<file path="src/rtl/mdu_pkg.sv">
// Shared MDU definitions: funct encodings and FSM state type.
package mdu_pkg;

   localparam logic [5:0] F_MFHI  = 6'b010000;
   localparam logic [5:0] F_MTHI  = 6'b010001;
   localparam logic [5:0] F_MFLO  = 6'b010010;
   localparam logic [5:0] F_MTLO  = 6'b010011;
   localparam logic [5:0] F_MULT  = 6'b011000;
   localparam logic [5:0] F_MULTU = 6'b011001;
   localparam logic [5:0] F_DIV   = 6'b011010;
   localparam logic [5:0] F_DIVU  = 6'b011011;

   typedef enum logic [1:0] {IDLE, MUL, DIV, FIX} mdu_state_t;

endpackage

</file>
<file path="src/rtl/mdu_div_step.sv">
// One restoring-division step: shift in a dividend bit, trial-subtract.
module mdu_div_step #(
   parameter int WIDTH = 32
) (
   input  logic [WIDTH-1:0] rem_i,
   input  logic [WIDTH-1:0] div_i,
   input  logic             bit_i,
   output logic [WIDTH-1:0] rem_o,
   output logic             q_o
);

   logic [WIDTH:0] t;
   logic [WIDTH:0] diff;

   assign t     = {rem_i, bit_i};
   assign diff  = t - {1'b0, div_i};
   // rem_i < div_i, so a non-negative diff always fits in WIDTH bits
   assign q_o   = ~diff[WIDTH];
   assign rem_o = q_o ? diff[WIDTH-1:0] : t[WIDTH-1:0];

endmodule

</file>
<file path="src/rtl/mdu_unit.sv">
// Iterative multiply/divide unit holding the architectural HI/LO pair.
module mdu_unit
   import mdu_pkg::*;
#(
   parameter int WIDTH    = 32,
   parameter int MUL_STEP = 1
) (
   input  logic             clk,
   input  logic             reset,
   input  logic             start,
   input  logic [5:0]       funct,
   input  logic [WIDTH-1:0] srca,
   input  logic [WIDTH-1:0] srcb,
   output logic             busy,
   output logic             done,
   output logic             div_by_zero,
   output logic [WIDTH-1:0] hi,
   output logic [WIDTH-1:0] lo,
   output logic [WIDTH-1:0] result
);

   localparam int N_MUL = WIDTH / MUL_STEP;
   localparam int CW    = $clog2(WIDTH) + 1;
   localparam logic [CW-1:0] MUL_LAST = CW'(N_MUL - 1);
   localparam logic [CW-1:0] DIV_LAST = CW'(WIDTH - 1);

   mdu_state_t         state_q;
   logic [CW-1:0]      cnt_q;
   logic [2*WIDTH-1:0] acc_q;
   logic [WIDTH-1:0]   opb_q;
   logic [WIDTH-1:0]   hi_q;
   logic [WIDTH-1:0]   lo_q;
   logic               sa_q;
   logic               sb_q;
   logic               isdiv_q;
   logic               divz_q;
   logic               done_q;
   logic               dbz_q;

   logic             is_mul;
   logic             is_div;
   logic             sgn;
   logic             a_neg;
   logic             b_neg;
   logic [WIDTH-1:0] mag_a;
   logic [WIDTH-1:0] mag_b;

   assign is_mul = start && (funct == F_MULT || funct == F_MULTU);
   assign is_div = start && (funct == F_DIV || funct == F_DIVU);
   assign sgn    = (funct == F_MULT) || (funct == F_DIV);
   assign a_neg  = sgn & srca[WIDTH-1];
   assign b_neg  = sgn & srcb[WIDTH-1];
   assign mag_a  = a_neg ? -srca : srca;
   assign mag_b  = b_neg ? -srcb : srcb;

   // acc_q holds {partial product, remaining multiplier bits} while multiplying
   logic [2*WIDTH-1:0] mul_acc;
   logic [WIDTH:0]     mul_sum;

   always_comb begin
      mul_acc = acc_q;
      mul_sum = '0;
      for (int i = 0; i < MUL_STEP; i++) begin
         mul_sum = {1'b0, mul_acc[2*WIDTH-1:WIDTH]}
                 + (mul_acc[0] ? {1'b0, opb_q} : '0);
         mul_acc = {mul_sum, mul_acc[WIDTH-1:1]};
      end
   end

   logic [WIDTH-1:0] div_rem;
   logic             div_qb;

   mdu_div_step #(.WIDTH(WIDTH)) u_div_step (
      .rem_i (acc_q[2*WIDTH-1:WIDTH]),
      .div_i (opb_q),
      .bit_i (acc_q[WIDTH-1]),
      .rem_o (div_rem),
      .q_o   (div_qb)
   );

   logic [2*WIDTH-1:0] prod;
   logic [WIDTH-1:0]   quo;
   logic [WIDTH-1:0]   rem;
   logic [WIDTH-1:0]   fix_hi;
   logic [WIDTH-1:0]   fix_lo;

   always_comb begin
      prod   = (sa_q ^ sb_q) ? -acc_q : acc_q;
      quo    = acc_q[WIDTH-1:0];
      rem    = acc_q[2*WIDTH-1:WIDTH];
      fix_hi = prod[2*WIDTH-1:WIDTH];
      fix_lo = prod[WIDTH-1:0];
      if (isdiv_q) begin
         fix_hi = sa_q ? -rem : rem;
         fix_lo = divz_q ? '1 : ((sa_q ^ sb_q) ? -quo : quo);
      end
   end

   always_ff @(posedge clk or negedge reset) begin
      if (!reset) begin
         state_q <= IDLE;
         cnt_q   <= '0;
         acc_q   <= '0;
         opb_q   <= '0;
         hi_q    <= '0;
         lo_q    <= '0;
         sa_q    <= 1'b0;
         sb_q    <= 1'b0;
         isdiv_q <= 1'b0;
         divz_q  <= 1'b0;
         done_q  <= 1'b0;
         dbz_q   <= 1'b0;
      end else begin
         done_q <= 1'b0;
         dbz_q  <= 1'b0;
         case (state_q)
            IDLE: begin
               cnt_q <= '0;
               sa_q  <= a_neg;
               sb_q  <= b_neg;
               if (is_mul) begin
                  state_q <= MUL;
                  acc_q   <= {{WIDTH{1'b0}}, mag_b};
                  opb_q   <= mag_a;
                  isdiv_q <= 1'b0;
                  divz_q  <= 1'b0;
               end else if (is_div) begin
                  state_q <= DIV;
                  acc_q   <= {{WIDTH{1'b0}}, mag_a};
                  opb_q   <= mag_b;
                  isdiv_q <= 1'b1;
                  divz_q  <= (srcb == '0);
               end else if (start && funct == F_MTHI) begin
                  hi_q <= srca;
               end else if (start && funct == F_MTLO) begin
                  lo_q <= srca;
               end
            end
            MUL: begin
               acc_q <= mul_acc;
               cnt_q <= cnt_q + 1'b1;
               if (cnt_q == MUL_LAST) state_q <= FIX;
            end
            DIV: begin
               acc_q <= {div_rem, acc_q[WIDTH-2:0], div_qb};
               cnt_q <= cnt_q + 1'b1;
               if (cnt_q == DIV_LAST) state_q <= FIX;
            end
            FIX: begin
               hi_q    <= fix_hi;
               lo_q    <= fix_lo;
               done_q  <= 1'b1;
               dbz_q   <= divz_q;
               state_q <= IDLE;
            end
            default: state_q <= IDLE;
         endcase
      end
   end

   always_comb begin
      result = '0;
      if (funct == F_MFHI) result = hi_q;
      else if (funct == F_MFLO) result = lo_q;
   end

   assign busy        = (state_q != IDLE);
   assign done        = done_q;
   assign div_by_zero = dbz_q;
   assign hi          = hi_q;
   assign lo          = lo_q;

endmodule

</file>
<file path="config.mk">
export PLATFORM = sky130hd
export DESIGN_NAME = mdu_unit
export DESIGN_NICKNAME = d
export VERILOG_FILES = /design/src/rtl/mdu_pkg.sv /design/src/rtl/mdu_div_step.sv /design/src/rtl/mdu_unit.sv
export SDC_FILE = /design/constraint.sdc
export NUM_CORES = 1
export LEC_CHECK = 0
export BUFFER_PORTS_ARGS = -buffer_cell sky130_fd_sc_hd__buf_2
export CAP_MARGIN = 5
export CORE_MARGIN = 3
export CORE_UTILIZATION = 50
export CTS_CLUSTER_SIZE = 25
export DETAILED_ROUTE_END_ITERATION = 8
export PLACE_DENSITY_LB_ADDON = 0.12
export SLEW_MARGIN = 10
export SYNTH_ARGS = -nofsm -noshare
export SYNTH_HDL_FRONTEND = slang
export SYNTH_HIERARCHICAL = 1
export SYNTH_SLANG_ARGS = --single-unit
</file>
<file path="constraint.sdc">
create_clock -name clk -period 11.1 [get_ports clk]
set_clock_uncertainty 0.05 [all_clocks]
set_input_delay 0.555 -clock clk [delete_from_list [all_inputs] [get_ports clk]]
set_output_delay 0.555 -clock clk [all_outputs]
set_load 0.02 [all_outputs]
</file>
# After elaboration in Yosys (flattened, before gate mapping)
# Cells that the tools add are included.
classes:
  muxes: 37
  n_eq_ne: 19
  shift: 0
  bitwise: 4
  n_lt_le_gt_ge: 0
  n_mul: 0
  div: 0
  addsub: 8
  reduce_logical: 20
ops:
  columns: ["operator", "count"]
  rows:
  - ["$mux W32", 20]
  - ["$mux W64", 3]
  - ["$pmux W64 S3", 1]
  - ["$neg A32 Y32", 4]
  - ["$pmux W32 S2", 2]
  - ["$neg A64 Y64", 1]
  - ["$eq A6 B5 Y1 const B", 9]
  - ["$add A32 B32 Y33", 1]
  - ["$sub A33 B32 Y33", 1]
  - ["$logic_not A32 Y1", 1]
  - ["$pmux W6 S2", 1]
  - ["$ne A2 B2 Y1 const B", 5]
  - ["$reduce_bool A2 Y1", 4]
  - ["$add A6 B1 Y6 const B", 1]
  - ["$mux W1", 6]
  - ["$mux W2", 3]
  - ["$pmux W2 S3", 1]
  - ["$reduce_and A2 Y1", 3]
  - ["$reduce_and A5 Y1", 1]
  - ["$eq A2 B2 Y1 const B", 2]
  - ["$logic_and A1 B1 Y1", 4]
  - ["$reduce_and A4 Y1", 1]
  - ["$logic_or A1 B1 Y1", 3]
  - ["$ne A3 B3 Y1 const B", 1]
  - ["other kinds (8)", 9]
word_totals:
  out_inout_bits: 99
  reg_bits: 174
  latch_bits: 0
  word_cells: 100
  mem_bits_ro: 0
  n_memories: 0
  ram_bits: 0

# Logic depth before layout (Yosys ltp)
# Gate-level depths: netlist of run 1.
logic_depth:
  ltp_word: 7
  depth_mapped: 18
  depth_no_buf: 16

# By module
# Netlist of run 1, hierarchy kept.
by_module_without_submodules:
  columns: ["mod", "cells_per_inst", "instances", "area_each_um2"]
  rows:
  - ["mdu_unit", 1755, 1, 14072.2]
  - ["mdu_div_step", 305, 1, 2358.5]

# Worst setup path after synthesis of run 1
# No wires, ideal clock.
synth_path:
  path_type: "reg-to-reg"
  start: "register acc_q[32]"
  end: "register acc_q[58]"
  path_buffers: 2
  required_time_ns: 10.928
  setup_slack_ns: 7.455
  arrival_time_ns: 3.473
  path_stages_with_launch: 18
  setup_ns: 0.122
  path_cell_list: "dfrtp_1 > inv_1 > fa_1 > and2b_1 > o2111ai_2 > a21oi_2 > o2111ai_1 > a211oi_2 > nor2_4 > mux2i_4 > and2_4 > buf_12 > inv_8 > buf_12 > mux2_4 > a22oi_1 > o311a_1 > nand2_1"
synth_between:
  elab_chain_len: 3
synth_rtl:
  columns: ["element", "line", "text"]
  rows:
  - ["start: declaration", "mdu_unit.sv:29", "logic [2*WIDTH-1:0] acc_q;"]
  - ["start signal: assignment", "mdu_unit.sv:123", "acc_q <= {{WIDTH{1'b0}}, mag_b};"]
  - ["start signal: assignment", "mdu_unit.sv:129", "acc_q <= {{WIDTH{1'b0}}, mag_a};"]
  - ["start signal: assignment", "mdu_unit.sv:140", "acc_q <= mul_acc;"]
  - ["$sub A33 B32 Y33", "mdu_div_step.sv:16", "assign diff = t - {1'b0, div_i};"]
  - ["$mux W32", "mdu_div_step.sv:19", "assign rem_o = q_o ? diff[WIDTH-1:0] : t[WIDTH-1:0];"]
  - ["via div_rem[26]", "mdu_unit.sv:70", "logic [WIDTH-1:0] div_rem;"]
  - ["$pmux W64 S3", "mdu_unit.sv:116", "case (state_q)"]
# The timed path passes the listed nets, and every way through them passes these cells.
# A chain may end at the register's enable or synchronous reset.

# Worst setup path in the final report of run 1
layout_path:
  start: "register acc_q[31]"
  end: "register acc_q[58]"
# Same word-level chain as after synthesis.

==> results summary, run 1 <==
The number of antenna violations at the first check in global routing is 2. The count of cell types in the netlist came out at 99. The mean routed wirelength per cell came out at 24.5 µm. Buffers placed on the I/O ports in this run total 171. The via count of the first global-routing pass came out at 15.2k. The clock-pin slew on the worst setup and hold paths is 0.08 ns. Along the worst path, the maximum fanout reaches 24. The overflow left after global routing came out at 0. The area growth from synthesis to layout is 9.12%. The worst setup path is launched from a flop. The height of the chip came out at 187 µm.

The overall track demand over capacity in global routing came out at 34.6%. Counting flops and latches in the post-synthesis netlist gives 174. The final-layout setup total negative slack is 0 ns. The number of top-level pins is 172. Derived from the worst setup path, the maximum achievable clock frequency is 230 MHz. The total CTS buffers is 17.

The leakage power came out at 8.06 nW. Summing internal, switching and leakage power gives 5.84 mW. The power per unit of standard cell area is 326 nW/µm². The post-route worst hold slack is 0.430 ns. The latest clock arrival within the worst-skew pair is 0.46 ns. The via count normalized by instance count is 6.56.

The HPWL after detailed placement came out at 48100 µm. The detailed router placed 16.9k vias in this run. The final critical-path required period came out at 4.35 ns. The max capacitance violation total is 0. The post-synthesis sequential area ratio is 26.5%.

STA classifies the critical path endpoint as a flop. The clock passes through at most 2 buffers. The endpoint arrival time on the critical path came out at 4.64 ns. The count of final max-slew check failures came out at 0. The remaining antenna violation count came out at 0. The ratio of final minimum period to clock period came out at 39.2%. The share of final-layout standard cells stronger than drive strength 1 came out at 14.0%. The area of all sequential standard cells came out at 4350 µm².

The number of standard-cell rows in the floorplan is 65. The largest net degree at the start of global routing came out at 76. The area of the multi-input gates is 11200 µm². The first TritonRoute pass finished after 6 iterations.

The first global-routing pass estimated 94600 µm of wire. At the pin with the least slew margin, the transition time is 1.23 ns. The type of the most critical hold path is in2reg. Among all flip-flop cells after synthesis, the most frequent one is sky130_fd_sc_hd__dfrtp_1. The number of design-rule violations left by the first detailed-router iteration came out at 2004. The number of nets at the end of the flow came out at 2276.

The routed wire length came out at 63000 µm. The count of warnings emitted by yosys came out at 6. The CTS root buffer is sky130_fd_sc_hd__clkbuf_16. The total setup violations reported at the end of the flow is 0.

The number of flops mapped to enable cells by yosys is 0. The count of final hold-check violations is 0. The layout filler cell count is 3095. Setup repair after global routing left no endpoint under its margin. The number of buffer and inverter stages on the critical path is 2.

TritonCTS built the clock tree. After detailed routing, the number of remaining DRC violations is 0. The synthesized netlist occupies a cell area of 16400 µm². The cell count after synthesis came out at 2060.

The delay of the slowest cell on the worst path came out at 0.63 ns. The area enclosed by the die boundary came out at 35100 µm². The share of flip-flops with an asynchronous set or reset after synthesis came out at 100%.

The horizontal extent of the die came out at 187 µm. The kind of cell with the highest combined delay along the critical path is compound AO/OA/AOI/OAI gates. The max-slew headroom at the worst pin came out at 17.1%. The initial core utilization came out at 51.4%. The run finished with clean final reports. Leaving out fill and tap cells, the most frequent cell in the layout is sky130_fd_sc_hd__nand2_1.

The H-tree was split into 4 levels. The library cells used most frequently in the layout, excluding fill and tap cells, are sky130_fd_sc_hd__nand2_1 (201), sky130_fd_sc_hd__o21ai_0 (192), sky130_fd_sc_hd__dfrtp_1 (174). The routability congestion estimate is 1.03. The number of nets in the synthesized netlist is 2210.

Each instance of the synthesized netlist takes up on average 7.98 µm². Clock tree synthesis found a total of 174 sinks. The total core area came out at 32000 µm². Among all stages on the critical path, the largest delay is contributed by sky130_fd_sc_hd__dfrtp_1. The signal on the critical path passes through inv_1 -> ha_1 -> fa_1 -> and2b_1 -> o2111ai_2 -> a21oi_2 -> o2111ai_1 -> a211oi_2 -> nor2_4 -> mux2i_4 -> and2_4 -> inv_8 -> mux2_4 -> a22oi_1 -> o311a_1 -> nand2_1. The critical path is of the reg2reg type. Data on the critical path is required at its endpoint by 11.39 ns. The buffer count from post-CTS setup fixing came out at 0.

The worst vdd rail ir drop is 0.000191 V.
[routing by layer]
| metal | up-vias | track usage [%] | routed length [µm] |
|---|---|---|---|
| met1 | 8158 | 51.6 | 28100 |
| met2 | 951 | 49.5 | 26400 |
| met3 | 107 | 7.48 | 6520 |
| met4 | 0 | 11.3 | 1960 |
| li1 | 7687 | - | - |
| met5 | - | 0 | 0 |
[path summary, 6_finish.rpt]
| path | slack, ns | end | from | cells past startpoint |
|---|---|---|---|---|
| min | 0.43 | hi[13] | srca[13] | 3 |
| min reg2reg | 0.46 | hi[11] | hi[11] | 1 |
| min in group asynchronous | 0.53 | acc_q[57] | reset | 2 |
| max reg2reg | 6.75 | acc_q[58] | acc_q[31] | 16 |
| max in group asynchronous | 9.12 | opb_q[15] | reset | 3 |
| max | 6.75 | acc_q[58] | acc_q[31] | 16 |
[power by group]
part           switching, mW  internal [mW]  total, mW
clock                  0.298          0.334      0.632
combinational           2.36           1.46       3.83
sequential             0.480          0.903       1.38
[cell families after synthesis]
kind of cell / synth area share (%)
AOI/OAI and AO/OA: 26.9
and+or+nand+nor: 20.1
buffers and inverters: 5.84
DFF: 26.5
xor gates and xnor gates: 9.17
muxes: 5.54
adders and majority gates: 5.95
[Yosys cell counts (44+ instances only)]
cell type / count / area, µm²
sky130_fd_sc_hd__nand2_1: 201 / 754
sky130_fd_sc_hd__clkbuf_1: 110 / 413
sky130_fd_sc_hd__dfrtp_1: 174 / 4350
sky130_fd_sc_hd__nor2_1: 157 / 589
sky130_fd_sc_hd__a22oi_1: 46 / 345
sky130_fd_sc_hd__a21oi_1: 153 / 766
sky130_fd_sc_hd__and2_1: 44 / 275
sky130_fd_sc_hd__o21ai_0: 192 / 961
sky130_fd_sc_hd__xor2_1: 86 / 753
sky130_fd_sc_hd__ha_1: 75 / 938
sky130_fd_sc_hd__nor3_1: 53 / 265
sky130_fd_sc_hd__inv_1: 58 / 218
sky130_fd_sc_hd__mux2i_1: 49 / 490
sky130_fd_sc_hd__xnor2_1: 86 / 753
[through the flow]
step / instances / cell area [µm²] / worst slack, ns / utilization [%]
finish: 2575 / 17900 / 6.75 / 56.1
global route: 2575 / 17900 / 6.49 / 56.1
CTS: 2572 / 17900 / 6.81 / 56.0
detailed placement: 2540 / 17300 / 6.87 / 54.2
global placement: 2540 / 17300 / 7.00 / 54.2
floorplan: 2060 / 16400 / 7.45 / -
[what timing repair did]
action                                 4_1_cts  5_1_grt
hold buffers                                 1        0
endpoints found under the hold margin       29        0
gates resized for setup                      0        0
[registers in the layout (all words and copies together) (netlist names)]
signal and count:
acc_q 64, sb_q 1, done 1, isdiv_q 1
hi 32, divz_q 1, div_by_zero 1, opb_q 32
sa_q 1, cnt_q 6, state_q 2, lo 32
[final cells by class]
type	count	share of cell area, %
clock inverters	11	0.691
flip-flops and latches	174	24.3
repair buffers	195	5.88
well taps	435	3.04
multi-input cells	1679	62.2
diodes	2	0.0279
clock buffers	20	2.60
inverters	59	1.28
[tightest hold or removal path, cell delays in order]
cell and delay, ns:
sky130_fd_sc_hd__buf_2 0.13, sky130_fd_sc_hd__mux2i_1 0.13, sky130_fd_sc_hd__a21oi_1 0.08
(Power assumes the default switching activity.)
==> run 2: changes to the inputs <==
clock period = 3.9 ns   (was 11.1 ns; I/O delays follow)
==> run 2 against run 1 <==
Wire length up 2.9%. Non-clock buffer count is 69 higher. Global-route usage increased by 1.5 points. Critical path type unchanged. First-iteration DRC count rose by 2.1%.
==> results summary, run 2 (same netlist as run 1, synthesis figures left out) <==
The routability congestion estimate is 0.982. Before antenna repair, the detailed router went through 8 iterations. The clock passes through at most 2 buffers.

The cell sitting at the root of the clock tree is a sky130_fd_sc_hd__clkbuf_16. The mean routed wirelength per cell came out at 24.6 µm. The register containing the most flip-flops in the final layout is acc_q. The count of final max-slew check failures is 0. For this design the top-level I/O count stands at 172. The type of the most critical hold path is in2reg. The power per unit of standard cell area is 926 nW/µm².

The number of port buffers came out at 171. The height of the chip is 187 µm. The worst reg2reg path startpoint is opb_q[8]. The run finished with clean final reports. Clock-pin slew was measured on the worst setup and hold paths at 0.08 ns. The post-placement setup slack is 0.138 ns.

The final critical path takes up 95.1% of the cycle. The beginning of the critical path is opb_q[8]. The repair_antennas step left the layout with diodes totalling 0. For this run, the number of standard cells in the final layout without fillers is 2642. The total setup violations reported at the end of the flow is 0. Counting instances, the worst hold path has a depth of 3.

The number of nets at the end of the flow came out at 2345. The number of placed instances, taps included is 2607. TritonCTS built the clock tree. The worst setup path is launched from a flop. The number of cells on the worst reg-to-reg path came out at 15. The slew at the pin closest to its max-slew limit is 1.10 ns. The horizontal extent of the die came out at 187 µm. The count of nets left with antenna violations once routing finished came out at 0. The HPWL after detailed placement is 51200 µm.

By startpoint and endpoint, the worst setup path is classified as reg2reg. Once layout is complete, the utilization of the core stands at 57.7%. The library cells used most frequently in the layout, excluding fill and tap cells, are sky130_fd_sc_hd__nand2_1 (201), sky130_fd_sc_hd__o21ai_0 (192), sky130_fd_sc_hd__dfrtp_1 (174).

The number of design-rule violations left by the first detailed-router iteration came out at 2046. Setup total negative slack on the finished layout was measured at 0 ns. The number of antenna violations at the first check in global routing is 0.

The latest clock arrival within the worst-skew pair is 0.47 ns. The number of clock sinks came out at 174. The first global-routing pass estimated 98100 µm of wire. The count of final hold-check violations is 0. The H-tree depth is 4. The library cell used most frequently in the layout, excluding fill and tap cells, is sky130_fd_sc_hd__nand2_1.

The area enclosed by the die boundary came out at 35100 µm². The standard cell area after detailed placement came out at 17800 µm². The top achievable clock speed is 270 MHz.

In this run the most critical hold path is launched from srcb[12]. The floorplan has 65 rows. The number of flip-flops under the largest register name is 64.

Once the floorplan was initialized, standard cells occupied 51.4% of the core. The delay of the slowest cell on the worst path is 0.39 ns. The endpoint arrival time on the critical path is 4.00 ns. The max capacitance violation total came out at 0. The area growth from synthesis to layout is 12.3%. The slack of the worst reg-to-reg path came out at 0.19 ns. The slowest stage of the critical path belongs to the cell sky130_fd_sc_hd__dfrtp_1. The routed wire length is 64900 µm. The total core area came out at 32000 µm². The overall track demand over capacity in global routing came out at 36.1%. The worst reg2reg path endpoint is acc_q[63]. The largest net degree at the start of global routing is 75. The setup slack after layout is 0.190 ns. The worst setup path is captured at a flop. The worst vdd rail ir drop came out at 0.000424 V. The destination of the critical timing path is acc_q[63].

The via count normalized by instance count is 6.53. The highest fanout seen on the critical path came out at 5. The signal on the critical path passes through inv_1 -> ha_1 -> nand2_1 -> or3_1 -> a31oi_1 -> o2111ai_1 -> a21oi_2 -> o2111ai_1 -> a21oi_1 -> o21a_1 -> o31ai_2 -> a221oi_1 -> o21ai_0 -> a21oi_1 -> o31ai_1. The post-route DRC violation count is 0. After layout, the design draws a total of 17.1 mW. For this design the static power due to leakage is 8.40 nW. The overflow left after global routing is 0. Counting the buffers created by CTS gives 17.

The final standard cell area without fillers is 18500 µm². The post-route worst hold slack came out at 0.0860 ns. Setup repair after global routing left no endpoint under its margin. For the worst setup path, the data required time is 4.19 ns. The total via count in the routed design is 17.3k. The max-slew headroom at the worst pin is 26.6%. The final critical-path required period came out at 3.71 ns. The via count of the first global-routing pass is 15.7k. The share of final-layout standard cells stronger than drive strength 1 is 16.7%.
## run 2: changes by cell type in the layout (fill, tap and decap cells not counted), sizes merged
cell,change
buf,+69
bufinv,+1
clkbuf,-1
clkinv,+2
clkinvlp,+1
diode,-2
inv,-3
## run 2: what timing repair did
action | in CTS | in global routing
hold buffers | 1 | 0
hold endpoints to repair | 72 | 0
resized for setup | 0 | 4
setup endpoints to repair | 0 | 15
setup buffers | 0 | 3
## run 2: area by class of cell
cell class	count	area (µm²)
fill	2987	13500
multi-input combinational	1679	11200
sequential	174	4350
timing repair buffer	264	1580
tap	435	544
clock buffer	19	433
inverter	59	248
clock inverter	12	136
## run 2: per-layer routing
metal	track usage, %	wire, µm
met1	53.6	28700
met2	51.3	26700
met3	7.57	6860
met4	13.4	2550
met5	0	0
## run 2: worst min-delay path by stage
stage / to / slack (ns)
5_1_grt: lo[14] / 0.11
4_1_cts: opb_q[12] / 0.07
6_report: opb_q[12] / 0.09
3_3_place_gp: acc_q[57] / 0.22
2_1_floorplan: acc_q[0] / -0.15
3_5_place_dp: acc_q[57] / 0.22
## run 2: where the power goes
part	internal, mW	leakage (nW)	total (mW)	switching, mW
sequential	2.58	2.23	3.57	0.991
clock	0.947	0.271	1.78	0.833
combinational	4.54	5.90	11.7	7.20
total	8.06	8.40	17.1	9.02
## run 2: worst max-delay path, delay by kind of cell (launching register included)
family / cells / cell delay [ns]
buf+inv: 1 / 0.07
simple gates: 2 / 0.49
flops: 1 / 0.39
fa+ha+maj: 1 / 0.36
compound gates: 11 / 2.23
==> run 3: changes to the inputs <==
ABC_AREA = 1   (was not set)
==> run 3 against run 2 <==
Final cell count up 55%. Utilization down 1.5 points. Global-route usage up 4.4 points. Worst setup slack better by 0.70 ns. Clock-buffer cell count down 1. Sequential power up 6.7%. Critical endpoint is now acc_q[0]. Largest cell class unchanged.
==> results summary, run 3 <==
The share of final-layout standard cells stronger than drive strength 1 is 8.66%. Entering global routing, the biggest net connects 97 pins. For this run, design rule violations remaining after detail routing come to 0.

The endpoint kind of the worst setup timing path is a flop. Summing all flip-flop and latch instances after layout gives 4350 µm². The worst hold path terminates at opb_q[3]. The number of cells on the worst reg-to-reg path is 17.

The region available for standard cell placement spans 38000 µm². The slack of the worst reg-to-reg path came out at 0.89 ns. The total CTS buffers came out at 17. The mean routed wirelength per cell came out at 21.0 µm. The buffer count from post-CTS setup fixing came out at 0. The power per unit of standard cell area is 953 nW/µm². The remaining antenna violation count is 0. The TritonCTS clock tree is built. The largest total area in the synthesized netlist belongs to sky130_fd_sc_hd__nand2_1. The worst reg2reg path startpoint is acc_q[31]. The number of port buffers came out at 171. The critical path data required time came out at 4.17 ns. The fraction of the core area covered by cells at the end of the flow is 56.2%. The number of flops mapped to enable cells by yosys came out at 0.

The count of final hold-check violations is 0. The post-placement setup slack is 0.924 ns. The clock network accounts for 9.6% of the total power. Dividing the detail-routed via count by the number of cells gives 5.77. The number of flip-flops under the largest register name came out at 64. The HPWL after detailed placement is 69100 µm. The first TritonRoute pass finished after 7 iterations. The count of final max-slew check failures is 0. The tool flagged a number of max-cap violations equal to 0.

The type of the most critical hold path is in2reg. The number of antenna violations at the first check in global routing was 3. The endpoint arrival time on the critical path came out at 3.28 ns. The via count of the first global-routing pass is 21.8k. The number of standard-cell rows in the floorplan is 71. The routability congestion estimate came out at 1.07. Summed over all layers, the global routing overflow is 0. The leakage power is 12.1 nW. The worst setup path is of the reg2reg kind. Yosys printed 6 warnings. The number of standard cells after synthesis is 3458.

The ratio of final minimum period to clock period is 77.1%. The layout has 4101 filler cells. The worst vdd rail ir drop is 0.000629 V. The CTS root buffer is sky130_fd_sc_hd__clkbuf_16. The internal power component came out at 7.90 mW. The netlist area before placement is 19500 µm². The area of the multi-input gates is 12600 µm². The run finished with clean final reports. The number of clock sinks is 174. Sorting the synthesized cells by area gives the leading types as sky130_fd_sc_hd__nand2_1 (23%), sky130_fd_sc_hd__dfrtp_1 (22%), sky130_fd_sc_hd__inv_1 (9.9%). By instance count, the cell type seen most on the critical path is sky130_fd_sc_hd__nand2_1. The total setup violations reported at the end of the flow came out at 0. The post-cts gate resize count came out at 0. STA classifies the critical path startpoint as a flop.

In this run the most critical hold path is launched from srcb[3]. The commonest cells after synthesis are sky130_fd_sc_hd__nand2_1 (1219), sky130_fd_sc_hd__inv_1 (512), sky130_fd_sc_hd__nor2_1 (415). The setup slack after layout came out at 0.894 ns. No sink is reached through more buffers than the 2 on the longest clock path.

The cell depth of the worst hold path is 4. Setup repair after global routing left no endpoint under its margin. The final-layout setup total negative slack is 0 ns. The max-slew headroom at the worst pin came out at 19.6%. 0 antenna diodes ended up in the layout. The slew at the pin closest to its max-slew limit came out at 1.21 ns.

The highest fanout seen on the critical path came out at 33. The area share of the largest cell type after synthesis is 23.5%. The number of top-level pins is 172. Traced cell by cell, the critical path runs through inv_1 -> ha_1 -> fa_1 -> inv_1 -> nand2_1 -> nand2_1 -> nand3_1 -> nand2_2 -> nand2_1 -> nand2_2 -> nand2_2 -> nand3_1 -> nand2_4 -> nand2_1 -> o21ai_0 -> o221ai_1 -> o21ai_1. Relative to the synthesized area, the layout overhead comes to 9.53%. The number of nets at the end of the flow is 3729. For this design the total switching power over the nets is 12.5 mW.

The share of power burned in combinational logic is 71.7%. The clock-pin slew on the worst setup and hold paths came out at 0.08 ns. The library cell used most frequently in the layout, excluding fill and tap cells, is sky130_fd_sc_hd__nand2_1. Of the synthesized area, sequential elements account for 22.3%. The final critical-path required period is 3.01 ns. Wires add up to 86000 µm. The first global-routing pass estimated 128000 µm of wire. The part of the power in registers is 18.7%. The library cells used most frequently in the layout, excluding fill and tap cells, are sky130_fd_sc_hd__nand2_1 (1219), sky130_fd_sc_hd__inv_1 (512), sky130_fd_sc_hd__nor2_1 (414). The slowest library cell on the worst path is sky130_fd_sc_hd__dfrtp_1. The mean instance size in the synthesized netlist came out at 5.64 µm². The delay of the slowest cell on the worst path is 0.46 ns. Measured along the y axis, the die boundary spans 204 µm. In the post-synthesis netlist, the cell with the most instances is sky130_fd_sc_hd__nand2_1. The share of flip-flops with an asynchronous set or reset after synthesis came out at 100%.

acc_q holds more flip-flops than any other register. Derived from the worst setup path, the maximum achievable clock frequency is 333 MHz. The latest clock arrival within the worst-skew pair came out at 0.47 ns. The count of cell types in the netlist came out at 51.

The worst register-to-register path ends at acc_q[0]. The number of nets in the synthesized netlist is 3608. The overall track demand over capacity in global routing is 40.6%. In the synthesized netlist the dominant register cell turns out to be sky130_fd_sc_hd__dfrtp_1. The H-tree depth is 4. The horizontal extent of the die is 204 µm. The initial core utilization is 51.3%. The switching fraction of total power came out at 61.2%.

The number of synthesized register bits came out at 174. Detailed routing inserted a total of 23.7k vias. The area enclosed by the die boundary came out at 41400 µm². After the first detailed-routing iteration, the DRC count stood at 2891.
[run 3: cell count changes after synthesis, sizes merged, moves of 42 or more]
cell,before,now
xnor2,86,6
nor2,158,432
clkbuf,118,55
nand2,201,1237
nand3,36,286
inv,59,528
mux2i,50,0
a21o,44,2
[run 3: logic make-up after synthesis]
family	Yosys count	synth area share (%)
DFF	174	22.3
xor gates and xnor gates	55	2.47
adders and majority gates	77	5.02
and+or+nand+nor	2038	43.0
buffers and inverters	637	13.3
AOI/OAI and AO/OA	477	13.9
[run 3: repair_timing]
action	4_1_cts	5_1_grt
setup endpoints to repair	0	0
hold endpoints to repair	95	0
hold buffers	1	0
[run 3: layout make-up]
class | count | area share (%)
tap | 511 | 2.99
clock inverter | 13 | 0.949
inverter | 532 | 9.36
timing repair buffer | 207 | 5.37
sequential | 174 | 20.4
clock buffer | 18 | 2.06
multi-input combinational | 2647 | 58.9
[run 3: metrics by stage]
stage	power [mW]	instances	hold WS [ns]	area (µm²)
after CTS	19.9	4102	0.0228	21400
after floorplan	13.3	3458	-0.151	19500
after global routing	21.9	4102	0.0404	21400
after detailed placement	17.9	4070	0.315	20700
final	20.4	4102	0.0332	21400
after global placement	17.7	4070	0.321	20700
[run 3: how the worst max path moves through the flow]
stage	from	endpoint	slack, ns	cells after the start
5_1_grt	acc_q[31]	acc_q[0]	0.61	17
2_1_floorplan	acc_q[31]	acc_q[32]	1.41	19
6_report	acc_q[31]	acc_q[0]	0.89	17
3_5_place_dp	acc_q[31]	acc_q[0]	0.92	17
4_1_cts	acc_q[31]	acc_q[0]	0.91	17
3_3_place_gp	acc_q[31]	acc_q[41]	1.00	19
[run 3: routing by layer]
metal | vias up | track usage, % | share of wire [%]
met2 | 1371 | 62.7 | 43
met1 | 10900 | 51.3 | 39
met3 | 250 | 11.2 | 11
li1 | 11100 | - | -
met5 | - | 0 | 0.048
met4 | 6 | 22.6 | 6.6
[run 3: worst max-delay path: cells and delay by family, from the launching register on]
kind,cells,cell delay [ns]
AO/OA/AOI/OAI,3,0.43
flip-flops,1,0.46
buffers and inverters,2,0.17
AND/OR/NAND/NOR,10,1.09
adder cells (fa/ha/maj),2,0.64
[run 3: power groups by stage]
stage | combinational, mW | clock [mW] | sequential, mW
floorplan | 9.66 | 0 | 3.67
global placement | 13.9 | 0 | 3.76
detailed placement | 14.1 | 0 | 3.78
CTS | 14.1 | 1.96 | 3.75
global route | 16.0 | 2.02 | 3.88
finish | 14.6 | 1.96 | 3.81
